### config.mk
export PLATFORM = sky130hd
export DESIGN_NAME = pre_if_stage
export DESIGN_NICKNAME = d
export VERILOG_FILES = /design/src/rtl/pre_if_stage.sv
export SDC_FILE = /design/constraint.sdc
export NUM_CORES = 1
export LEC_CHECK = 0
export CORE_MARGIN = 10
export CORE_UTILIZATION = 43
export DETAILED_ROUTE_END_ITERATION = 7
export GPL_TIMING_DRIVEN = 0
export PLACE_DENSITY = 0.82
export SETUP_SLACK_MARGIN = 0.3
export SLEW_MARGIN = 5
export SYNTH_ARGS = -nofsm -noshare
export SYNTH_HDL_FRONTEND = slang
export SYNTH_SLANG_ARGS = --single-unit
### constraint.sdc
create_clock -name clock -period 2.45 [get_ports clock]
set_clock_uncertainty 0.05 [all_clocks]
set_input_delay 0.735 -clock clock [delete_from_list [all_inputs] [get_ports clock]]
set_output_delay 0.735 -clock clock [all_outputs]
set_load 0.02 [all_outputs]
### src/rtl/pre_if_stage.sv
// Pre-IF stage: owns the fetch PC, issues one SRAM-style fetch at a time and
// hands {pc, instruction} pairs to IF, applying exception/eret/branch redirects.
module pre_if_stage #(
    parameter logic [31:0] RESET_PC        = 32'hbfc00000,
    parameter logic [31:0] EXCEPTION_ENTRY = 32'hbfc00380
) (
    input  logic        clock,
    input  logic        reset,
    input  logic        if_allow_in,
    output logic        to_if_valid,
    output logic [31:0] to_if_program_count,
    output logic [31:0] to_if_instruction,
    input  logic        id_branch_taken,
    input  logic [31:0] id_branch_target,
    input  logic        wb_exception_valid,
    input  logic        wb_eret_flush,
    input  logic [31:0] cp0_epc,
    output logic        instruction_ram_request,
    output logic [31:0] instruction_ram_address,
    input  logic        instruction_ram_address_ok,
    input  logic        instruction_ram_data_ok,
    input  logic [31:0] instruction_ram_read_data
);

    localparam logic [1:0] REQ  = 2'd0;
    localparam logic [1:0] WAIT = 2'd1;
    localparam logic [1:0] HOLD = 2'd2;

    logic [1:0]  state;
    logic [31:0] fetch_pc;
    logic        cancel;
    logic [31:0] hold_pc;
    logic [31:0] hold_inst;

    logic        redirect;
    logic [31:0] redirect_target;
    logic        misaligned;

    always_comb begin
        redirect        = wb_exception_valid | wb_eret_flush | id_branch_taken;
        redirect_target = id_branch_target;
        if (wb_exception_valid)
            redirect_target = EXCEPTION_ENTRY;
        else if (wb_eret_flush)
            redirect_target = cp0_epc;
    end

    assign misaligned = (fetch_pc[1:0] != 2'b00);

    // A misaligned PC never reaches memory; IF sees it as a pair with a zero word.
    assign instruction_ram_request = reset && (state == REQ) && !misaligned;
    assign instruction_ram_address = fetch_pc;

    assign to_if_valid         = reset && (state == HOLD) && !redirect;
    assign to_if_program_count = hold_pc;
    assign to_if_instruction   = hold_inst;

    always_ff @(posedge clock) begin
        if (!reset) begin
            state     <= REQ;
            fetch_pc  <= RESET_PC;
            cancel    <= 1'b0;
            hold_pc   <= 32'd0;
            hold_inst <= 32'd0;
        end else begin
            case (state)
                REQ: begin
                    if (redirect) begin
                        fetch_pc <= redirect_target;
                        // An accepted request is already wrong-path: drop its response.
                        if (instruction_ram_request && instruction_ram_address_ok) begin
                            cancel <= 1'b1;
                            state  <= WAIT;
                        end
                    end else if (misaligned) begin
                        hold_pc   <= fetch_pc;
                        hold_inst <= 32'd0;
                        state     <= HOLD;
                    end else if (instruction_ram_address_ok) begin
                        state <= WAIT;
                    end
                end
                WAIT: begin
                    if (instruction_ram_data_ok) begin
                        cancel <= 1'b0;
                        if (redirect) begin
                            fetch_pc <= redirect_target;
                            state    <= REQ;
                        end else if (cancel) begin
                            state <= REQ;
                        end else begin
                            hold_pc   <= fetch_pc;
                            hold_inst <= instruction_ram_read_data;
                            state     <= HOLD;
                        end
                    end else if (redirect) begin
                        cancel   <= 1'b1;
                        fetch_pc <= redirect_target;
                    end
                end
                HOLD: begin
                    if (redirect) begin
                        fetch_pc <= redirect_target;
                        state    <= REQ;
                    end else if (if_allow_in) begin
                        fetch_pc <= hold_pc + 32'd4;
                        state    <= REQ;
                    end
                end
                default: state <= REQ;
            endcase
        end
    end

endmodule

==> qor.csv <==
stage;metric;value;unit
placed_design;Detail Placement HPWL;15100;um
synth;Mapped Cells;620;
final_layout;Synth-to-Final Area Change;57.2;%
drt;Starting DRT DRC Count;514;
critical_path;Setup crit end kind;output port;
final_layout;filler cell count;873;
cts;Clock Sinks;99;
worst_hold_path;Hold WC Path Type;reg -> reg;
timing;Final Hold Fails;0;
synth;cell accounting for the most synthesized area;dfxtp_1;
synth;Syn Nets;725;
floorplan;Die Wd;127;um
drt;drt first pass iters;5;
cts;CTS root buf;clkbuf_16;
timing;actual slew at the worst max-slew pin;838;ps
cts;Inserted Clock Buffers;9;
timing;final setup TNS;0;ps
floorplan;Core Region;11000;um^2
drt;routed length per instance;20.4;um
cts;htree depth;3;
global_routing;vias in the first global route;5618;
synth;post-synth cell types;47;
synth;Post-synth EDFFs;0;
drt;total wire length;20100;um
critical_path;Critical Path RT;1660;ps
timing;Final setup viols;0;
timing;RSZ-0062 raised after global routing;yes;
job;maxcap violations;0;
drt;DRC;0;
timing;Max Freq;413;MHz
critical_path;Max FO, Critical Path;3;
synth;share of the synthesized area in the top cell type;40.6;%
floorplan;# IOs;202;
floorplan;Core Rows;38;
synth;synth cell count leaders;nand2_1 (115), dfxtp_1 (99), a21oi_1 (97);
placed_design;# port buffers;200;
run_status;outcome;complete, no violations;
cts;Clock Path Buffers;2;
drt;DR vias/cell;5.76;
placed_design;GPL Wtd Cong;0.922;
synth;sequential-to-total area share from yosys stat;40.6;%
synth;most frequent cell after synthesis;nand2_1;
synth;Synth Warn #;0;
pwr;leakage;3.19;nW
synth;#FFs+latches synth;99;
critical_path;crit-path cells;buf_12 -> nor4b_4 -> nor3b_4 -> buf_6;
global_routing;largest net degree at the start of global routing;17;
timing;Tcrit/Tclk final;98.8;%
synth;post-synthesis cell area;4880;um^2
synth;Primary FF master, synth;dfxtp_1;
critical_path;class of the most critical setup path;in -> out;
synth;largest cells by area after synthesis;dfxtp_1 (41%), a21oi_1 (9.9%), nand2_1 (8.8%);
cts;Reg clk slew, reported paths;60;ps
timing;worst hold slack;402;ps
cts;Clock Latency Late Sink;350;ps
critical_path;Critical Path Source Type;primary input;
global_routing;Total GRT Usage;23.4;%
final_layout;number of diodes;0;
pwr;Power Dens Cells;499;nW/um^2
floorplan;Die ar.;16000;um^2
critical_path;Slowest-stage cell, CP;nor3b_4;
global_routing;first-pass GRT wire length;30500;um
critical_path;arrival time of the worst setup path;1640;ps
critical_path;Largest delay share family, worst path;simple AND/OR/NAND/NOR gates;
floorplan;Initial Utilization;44.4;%
timing;Relative slew margins;43.9;%
synth;syn avg cell area;7.87;um^2
timing;min cycle time layout;2420;ps
critical_path;worst stage delay on the critical path;320;ps
timing;fin. max-slew vios;0;
synth;Async S/R FF share, synth;0;%
final_layout;layout cells sized above 1;11.2;%
pwr;peak supply drop;0.000311;V
drt;Antenna Violating Nets Remaining;0;
cts;TritonCTS clock tree;done;
drt;via count;5672;
critical_path;Buf/Inv on CP;2;
final_layout;Final nets;945;
floorplan;Chip Height;127;um
global_routing;grt total ovfl;0;
global_routing;initial antenna violation count;0;
## cell families after synthesis
group / after synthesis / share of synthesized area, %
AOI/OAI and AO/OA: 156 / 18.1
muxes: 30 / 6.18
DFF: 99 / 40.6
xor gates and xnor gates: 26 / 4.67
and+or+nand+nor: 251 / 25.0
adders and majority gates: 1 / 0.256
buffers and inverters: 57 / 5.13
## path summary, 6_finish.rpt
| check | startpoint | slack (ps) | end | cells after the start |
|---|---|---|---|---|
| worst max-delay path | wb_eret_flush | 30 | to_if_valid | 4 |
| worst min register to register | to_if_instruction[31]$_SDFFE_PN0P_ | 400 | to_if_instruction[31]$_SDFFE_PN0P_ | 2 |
| worst min-delay path | to_if_instruction[31]$_SDFFE_PN0P_ | 400 | to_if_instruction[31]$_SDFFE_PN0P_ | 2 |
| worst max register to register | to_if_program_count[7]$_SDFFE_PN0P_ | 370 | instruction_ram_address[28]$_SDFFE_PN1P_ | 5 |
## state kept, by name, indices dropped and copies added, names as in the netlist
| register | flops |
|---|---|
| to_if_instruction | 32 |
| state | 2 |
| cancel | 1 |
| to_if_program_count | 32 |
| instruction_ram_address | 32 |
## worst register-to-register path, delay by kind of cell, from the launching register on
family	cells	cell delay (ps)
flops	1	490
simple gates	3	1080
compound gates	1	190
xor+xnor	1	190
## repair_timing
action,CTS,global route
setup endpoints to repair,144,109
hold buffers,0,0
resized for setup,88,76
pin swaps,3,6
buffers inserted,6,3
cloned,0,0
## metal layers
layer / track usage [%] / vias to the layer above / share of wire, %
li1: - / 2641 / -
met1: 26.5 / 2604 / 36
met2: 37.8 / 363 / 47
met3: 10.3 / 64 / 13
met4: 9.65 / 0 / 3.7
met5: 0 / - / 0
## layout make-up
class / count / area (um^2) / area share [%]
multi-input cells: 464 / 2770 / 36.1
well taps: 140 / 175 / 2.28
plain buffers: 51 / 364 / 4.75
inverters: 6 / 22.5 / 0.294
clock buffers: 10 / 239 / 3.12
clock inverters: 6 / 63.8 / 0.832
flip-flops and latches: 99 / 1980 / 25.9
repair buffers: 209 / 2050 / 26.7
## through the flow
| step | worst slack (ps) | total power [mW] | instance area, um^2 | std cells | util [%] |
|---|---|---|---|---|---|
| detailed placement | -1160 | 2.37 | 7090 | 960 | 64.6 |
| CTS | 52.3 | 3.80 | 7450 | 982 | 67.9 |
| finish | 28.7 | 3.83 | 7670 | 985 | 69.8 |
| global placement | -1150 | 2.35 | 7090 | 960 | 64.6 |
| global route | -19.6 | 3.97 | 7670 | 985 | 69.8 |
| floorplan | 144 | 2.01 | 4920 | 620 | - |
## cell usage in the layout, fill, tap and decap left out, drive strengths merged, types with 17 or more instances in the layout
cell           count
dlymetal6s2s      17
o21ai             25
xor2              19
a21oi             97
clkdlybuf4s50    134
buf               41
dfxtp             99
mux2i             29
nand2            116
clkbuf            33
nor2              22
nand4             17
nand3             42
nor3              19
dlygate4sd2       44
## where the power goes
part	internal [mW]	switching, mW
Sequential	1.66	0.0497
Clock	0.820	0.643
Combinational	0.333	0.323
(Power assumes the default switching activity.)
